[src/rtl/adder_nibble_seq_pkg.sv]
// Shared definitions for the nibble-serial adder: default width,
// nibble width and the controller state encoding.
package adder_nibble_seq_pkg;

    // Default operand width of the controller.
    localparam int DATA_W_DEF = 16;

    // Width of one carry-lookahead slice.
    localparam int NIB_W = 4;

    // Controller states.
    //   ST_IDLE : waiting for operands, o_ready=1
    //   ST_RUN  : one nibble added per clock
    //   ST_DONE : result presented, waiting for downstream
    typedef enum logic [1:0] {
        ST_IDLE = 2'd0,
        ST_RUN  = 2'd1,
        ST_DONE = 2'd2
    } state_e;

    // Signed overflow of the MSB given the carry into and out of it.
    function automatic logic signed_ovf(input logic carry_in_msb,
                                        input logic carry_out_msb);
        return carry_in_msb ^ carry_out_msb;
    endfunction

endpackage : adder_nibble_seq_pkg

[src/rtl/adder_nibble_seq_lca_nibble_slice.sv]
// Purely combinational 4-bit carry-lookahead adder slice.
// cout_bit[i] is the carry out of bit i, so cout_bit[3] is the slice
// carry-out and cout_bit[2] is the carry into the slice MSB.
module lca_nibble_slice
    import adder_nibble_seq_pkg::*;
(
    input  logic [NIB_W-1:0] a,
    input  logic [NIB_W-1:0] b,
    input  logic             cin,
    output logic [NIB_W-1:0] sum,
    output logic [NIB_W-1:0] cout_bit
);

    logic [NIB_W-1:0] p;
    logic [NIB_W-1:0] g;

    // Bitwise propagate (XOR, so it also serves the sum) and generate.
    assign p = a ^ b;
    assign g = a & b;

    // Flattened lookahead: every carry depends only on p, g and cin,
    // with no ripple through earlier carry outputs.
    always_comb begin
        cout_bit[0] = g[0] | (p[0] & cin);
        cout_bit[1] = g[1] | (p[1] & g[0]) | (p[1] & p[0] & cin);
        cout_bit[2] = g[2] | (p[2] & g[1]) | (p[2] & p[1] & g[0])
                    | (p[2] & p[1] & p[0] & cin);
        cout_bit[3] = g[3] | (p[3] & g[2]) | (p[3] & p[2] & g[1])
                    | (p[3] & p[2] & p[1] & g[0])
                    | (p[3] & p[2] & p[1] & p[0] & cin);
    end

    // Sum bit i = a ^ b ^ carry into bit i.
    assign sum = p ^ {cout_bit[NIB_W-2:0], cin};

endmodule : lca_nibble_slice

[src/rtl/adder_nibble_seq.sv]
// Nibble-serial wide adder. One carry-lookahead slice is reused for
// NSLICE clocks, LSB nibble first, with valid/ready on both sides.
//
// Handshake: a transfer happens on a rising edge where valid and ready
// are both high. o_ready depends only on state and i_ready (never on
// i_valid); o_valid stays high and o_sum/o_cout/o_ovf stay stable until
// the result is taken with i_ready=1.
module adder_nibble_seq
    import adder_nibble_seq_pkg::*;
#(
    parameter int DATA_W = DATA_W_DEF,
    parameter int NSLICE = DATA_W / NIB_W,
    parameter int CNT_W  = $clog2(NSLICE)
) (
    input  logic              i_clk,
    input  logic              i_rst_n,
    input  logic              i_valid,
    output logic              o_ready,
    input  logic [DATA_W-1:0] i_a,
    input  logic [DATA_W-1:0] i_b,
    input  logic              i_cin,
    output logic              o_valid,
    input  logic              i_ready,
    output logic [DATA_W-1:0] o_sum,
    output logic              o_cout,
    output logic              o_ovf,
    output logic              o_busy
);

    localparam logic [CNT_W-1:0] LAST_CNT = CNT_W'(NSLICE - 1);

    state_e            state_q, state_d;
    logic [CNT_W-1:0]  cnt_q, cnt_d;
    logic              carry_q, carry_d;
    logic [DATA_W-1:0] a_q, a_d;
    logic [DATA_W-1:0] b_q, b_d;
    logic [DATA_W-1:0] res_q, res_d;
    logic [DATA_W-1:0] sum_q, sum_d;
    logic              cout_q, cout_d;
    logic              ovf_q, ovf_d;
    logic              valid_q, valid_d;

    logic [NIB_W-1:0]  slice_sum;
    logic [NIB_W-1:0]  slice_cout;
    logic              accept;

    // The single shared slice always works on the low nibbles.
    lca_nibble_slice u_slice (
        .a        (a_q[NIB_W-1:0]),
        .b        (b_q[NIB_W-1:0]),
        .cin      (carry_q),
        .sum      (slice_sum),
        .cout_bit (slice_cout)
    );

    // Lower slice carries are internal to the nibble and not needed here.
    logic unused_slice_carries;
    assign unused_slice_carries = ^slice_cout[NIB_W-3:0];

    // Ready when idle, or when the held result is being taken this cycle.
    assign o_ready = (state_q == ST_IDLE) | ((state_q == ST_DONE) & i_ready);
    assign accept  = i_valid & o_ready;

    // Next-state and datapath update for the controller.
    always_comb begin
        state_d = state_q;
        cnt_d   = cnt_q;
        carry_d = carry_q;
        a_d     = a_q;
        b_d     = b_q;
        res_d   = res_q;
        sum_d   = sum_q;
        cout_d  = cout_q;
        ovf_d   = ovf_q;
        valid_d = valid_q;

        case (state_q)
            ST_IDLE: begin
                if (accept) begin
                    a_d     = i_a;
                    b_d     = i_b;
                    carry_d = i_cin;
                    cnt_d   = '0;
                    state_d = ST_RUN;
                end
            end

            ST_RUN: begin
                // Sum nibble enters at the top; after NSLICE shifts the
                // first nibble has reached bits [3:0].
                res_d   = {slice_sum, res_q[DATA_W-1:NIB_W]};
                a_d     = a_q >> NIB_W;
                b_d     = b_q >> NIB_W;
                carry_d = slice_cout[NIB_W-1];
                if (cnt_q == LAST_CNT) begin
                    sum_d   = {slice_sum, res_q[DATA_W-1:NIB_W]};
                    cout_d  = slice_cout[NIB_W-1];
                    ovf_d   = signed_ovf(slice_cout[NIB_W-2], slice_cout[NIB_W-1]);
                    valid_d = 1'b1;
                    state_d = ST_DONE;
                end else begin
                    cnt_d = cnt_q + CNT_W'(1);
                end
            end

            ST_DONE: begin
                if (i_ready) begin
                    valid_d = 1'b0;
                    if (accept) begin
                        // Back-to-back: the next operands load as the
                        // current result leaves.
                        a_d     = i_a;
                        b_d     = i_b;
                        carry_d = i_cin;
                        cnt_d   = '0;
                        state_d = ST_RUN;
                    end else begin
                        state_d = ST_IDLE;
                    end
                end
            end

            default: begin
                state_d = ST_IDLE;
                valid_d = 1'b0;
            end
        endcase
    end

    // State and datapath registers; reset discards any partial result.
    always_ff @(posedge i_clk or negedge i_rst_n) begin
        if (!i_rst_n) begin
            state_q <= ST_IDLE;
            cnt_q   <= '0;
            carry_q <= 1'b0;
            a_q     <= '0;
            b_q     <= '0;
            res_q   <= '0;
            sum_q   <= '0;
            cout_q  <= 1'b0;
            ovf_q   <= 1'b0;
            valid_q <= 1'b0;
        end else begin
            state_q <= state_d;
            cnt_q   <= cnt_d;
            carry_q <= carry_d;
            a_q     <= a_d;
            b_q     <= b_d;
            res_q   <= res_d;
            sum_q   <= sum_d;
            cout_q  <= cout_d;
            ovf_q   <= ovf_d;
            valid_q <= valid_d;
        end
    end

    assign o_valid = valid_q;
    assign o_sum   = sum_q;
    assign o_cout  = cout_q;
    assign o_ovf   = ovf_q;
    assign o_busy  = (state_q == ST_RUN);

endmodule : adder_nibble_seq

[config.mk]
export PLATFORM = sky130hd
export DESIGN_NAME = adder_nibble_seq
export DESIGN_NICKNAME = d
export VERILOG_FILES = /design/src/rtl/adder_nibble_seq_pkg.sv /design/src/rtl/adder_nibble_seq_lca_nibble_slice.sv /design/src/rtl/adder_nibble_seq.sv
export SDC_FILE = /design/constraint.sdc
export NUM_CORES = 1
export LEC_CHECK = 0
export BUFFER_PORTS_ARGS = -buffer_cell sky130_fd_sc_hd__buf_4
export CAP_MARGIN = 20
export CORE_MARGIN = 2
export CORE_UTILIZATION = 40
export DETAILED_ROUTE_END_ITERATION = 6
export PLACE_DENSITY = 0.6
export SLEW_MARGIN = 20
export SYNTH_ARGS = -nofsm -noshare
export SYNTH_HDL_FRONTEND = slang
export SYNTH_HIERARCHICAL = 1
export SYNTH_SLANG_ARGS = --single-unit
[constraint.sdc]
create_clock -name i_clk -period 1.7 [get_ports i_clk]
set_input_delay 0.085 -clock i_clk [delete_from_list [all_inputs] [get_ports i_clk]]
set_output_delay 0.085 -clock i_clk [all_outputs]
set_load 0.02 [all_outputs]
==> impl_summary.log <==
INFO  metric fin_crit = 1690 ps
INFO  metric die_w = 91.1 um
INFO  metric finish.instance_area = between 4000 and 5000 um^2
INFO  metric final_cells = 499
INFO  metric worst_setup_path_start_kind = register
INFO  metric avgViaCountPerCell = 4.93
INFO  metric worstHoldPathType = in2reg
INFO  metric num_vias = 2462
INFO  metric timing.critical_path.required = 1940 ps
INFO  metric gp_routability_congestion = 0.779
INFO  metric post_synth_net_total = 350
INFO  metric cts.root.buffer_cell = clkbuf_8
INFO  metric leakage_power_figure = 1.94 nW
INFO  metric outcome = complete, no violations
INFO  metric period_utilization = 0.993
INFO  metric floorplan.die.height = 91.1 um
INFO  metric finalPower = 7.77 mW
INFO  metric route.antenna.remaining_nets = 0
INFO  metric slowest_stage = dfrtp_1
INFO  metric reg2reg_setup_slack = 10 ps
INFO  metric fin_worst_skew = 7.53 ps
INFO  metric overflow = 0
INFO  metric worst_slew_margin_rel = 0.737
INFO  metric post_dp_cell_area = 3660 um^2
INFO  metric synth_xor_area_frac = 0.0115
INFO  metric path_delay_family = compound AO/OA/AOI/OAI gates
INFO  metric syn_inst = 307
INFO  metric worstPathBufferInverterCount = 1
INFO  metric synthDistinctLibCells = 27
INFO  metric areaGrowthSynthToFinish = 36.8%
INFO  metric drtIter0Drc = 77
INFO  metric grt_first_pass_wirelength = 11700 um
INFO  metric htree_num_levels = 3
INFO  metric synth_warn = 6
INFO  metric clock_sink_count = 68
INFO  metric transition_at_the_pin_with_the_smallest_max_transition_slack = 394 ps
INFO  metric placement_rows = 31
INFO  metric synth_area_per_cell = roughly 10 um^2
INFO  metric number_of_synthesized_register_bits = 68
INFO  metric drive_gt1_frac = 0.280
INFO  metric setup_viol_count_final = 0
INFO  metric clk_pin_slew = roughly 80 ps
INFO  metric place.detailed.instances = 454
INFO  metric wire_per_inst = 13.1 um
INFO  metric floorplan.io_pins = between 50 and 60
INFO  metric gr_usage_total = 0.174
INFO  metric drt_first_pass_iters = 4
INFO  metric floorplan.die_area = 8300 um^2
INFO  metric final_hold_viol_count = 0
INFO  metric setup_crit_end_kind = register
INFO  metric post_synth_fa_ha_maj_area_fraction = 0.0272
INFO  metric insertedDiodeCount = 0
INFO  metric total_half_perimeter_wirelength_after_legalization_and_detailed_placement = 4220 um
INFO  metric finalWirelength = between 6000 and 7000 um
INFO  metric worst_ir_drop_on_vdd = between 0.5 and 0.6 mV
INFO  metric fin_nets = 438
INFO  metric crit_path_max_fanout = 3
INFO  metric route.detailed.drc = 0
INFO  metric cts_buffers = 9
INFO  metric cp.arrival = between 1500 and 2000 ps
INFO  metric synth_simple_gate_area_share = 0.196
INFO  metric clk_latency_worst_skew_pair = 350 ps
INFO  metric synth_mux_area_frac = 0.0630
INFO  metric maximum_number_of_pins_on_one_net_before_global_route_repair = between 40 and 50
INFO  metric start_util = 0.416
INFO  metric power_per_cell_area = ~1900 nW/um^2
INFO  metric mappedNetlistArea = 3040 um^2
INFO  metric number_of_antenna_violations_at_the_first_check_in_global_routing = 0
INFO  metric first_global_vias = 2450
INFO  metric timing_max_transition_violations_final = 0
INFO  metric maxCapViolCount = 0
INFO  metric crit_chain = ha_1 > a211oi_2 > o21ba_2 > inv_2 > a21o_1 > mux2_4
INFO  metric setup_repair_after_global_routing_missed_its_margin = true
INFO  metric crit_path_category = reg2reg
INFO  metric fmax = a little under 600 MHz
INFO  metric core_area = 7290 um^2
INFO  metric largest_family_of_logic_cells_by_synthesized_area = simple AND/OR/NAND/NOR gates
INFO  metric worst_path_largest_cell_delay = 390 ps
INFO  metric fin_setup_tns = 0 ps
INFO  metric tritoncts = done
INFO  metric portBuffers = 57
INFO  metric compound_gate_portion_of_the_synthesized_area = 0.102
INFO  metric final_core_util = 0.569
INFO  metric cts.path.max_buffers = 2
INFO  metric seq_area_frac_synth = 0.560
[kinds of logic after synthesis]
logic type | count (synthesis)
compound gates | 44
buf+inv | 26
flops | 68
fa+ha+maj | 6
xor+xnor | 4
simple gates | 142
mux | 17
[cells in the mapped netlist]
master	count	area, um^2
nand2_1	96	360
dfrtp_1	68	1700
nand3_1	33	165
o211ai_1	25	188
mux2_2	17	191
o21ai_0	13	65.1
buf_2	10	50.1
clkbuf_1	9	33.8
ha_1	5	62.6
nor2_1	5	18.8
buf_4	3	22.5
inv_1	3	11.3
nand2b_1	3	18.8
nor2b_1	2	12.5
xnor2_1	2	17.5
xor2_1	2	17.5
a211oi_2	1	12.5
a21o_1	1	7.51
a21oi_1	1	5.00
fa_1	1	20.0
inv_2	1	3.75
nand3b_1	1	7.51
nor2_2	1	6.26
o21ba_2	1	10.0
o22ai_2	1	12.5
o2bb2ai_1	1	8.76
or3_1	1	6.26
[placed cells by master (no fill, tap or decap), types with 2 or more instances in the layout]
master / instances
nand2_1: 96
dfrtp_1: 68
buf_4: 66
nand3_1: 33
dlygate4sd3_1: 27
o211ai_1: 25
mux2_2: 16
o21ai_0: 12
clkbuf_8: 9
buf_12: 6
nor2_1: 5
ha_1: 5
inv_6: 4
inv_1: 3
nand2b_1: 2
xnor2_1: 2
clkinvlp_4: 2
xor2_1: 2
[registers in the layout, indices dropped and copies added (netlist names)]
signal and cells:
a_q 16, b_q 16, o_sum 16, res_q 12, cnt_q 2, state_q 2, carry_q 1, o_cout 1
o_ovf 1, o_valid 1
[per-layer routing]
metal	track usage	routed length, um
met5	0	0
met4	0.0657	108
met3	0.0324	279
met2	0.278	3080
met1	0.238	3080
[worst register-to-register path: cells and delay by family, from the launching register on]
| kind | cells | cell delay [ps] |
|---|---|---|
| compound gates | 3 | 590 |
| flops | 1 | 390 |
| fa+ha+maj | 1 | 300 |
| mux | 1 | 270 |
| buf+inv | 1 | 40 |
[area by class of cell]
cell class                 count  area, um^2
tap                           99         124
inverter                       4        15.0
multi-input combinational    213        1220
fill                         649        3140
clock inverter                 7        80.1
timing repair buffer          99         886
clock buffer                   9         124
sequential                    68        1700
[stage by stage]
step / hold slack (ps) / setup slack, ps
final: 5.16 / 11.6
after global routing: 5.43 / -88.4
after CTS: 3.98 / 2.82
after detailed placement: 40.0 / 15.6
after global placement: 42.8 / 25.4
after floorplan: -211 / 29.2
[path summary, 6_finish.rpt]
| check | start | end | depth (start not counted) |
|---|---|---|---|
| max in group asynchronous | i_rst_n | a_q[1] | 3 |
| min in group asynchronous | i_rst_n | cnt_q[0] | 2 |
| worst min-delay path | i_a[3] | a_q[3] | 3 |
| worst max-delay path | a_q[0] | o_cout | 6 |
| worst max register to register | a_q[0] | o_cout | 6 |
| worst min register to register | res_q[4] | res_q[4] | 2 |
[report_power, final]
part | internal (mW) | switching [mW]
Clock | 0.698 | 0.690
Combinational | 1.66 | 1.93
Sequential | 2.37 | 0.427
Total | 4.72 | 3.05
[what timing repair did]
action                                 CTS  global route
setup endpoints to repair                0             2
hold buffers                            26             1
buffers inserted                         0             2
resized for setup                        0             2
endpoints found under the hold margin   53             1
(Power assumes the default switching activity.)
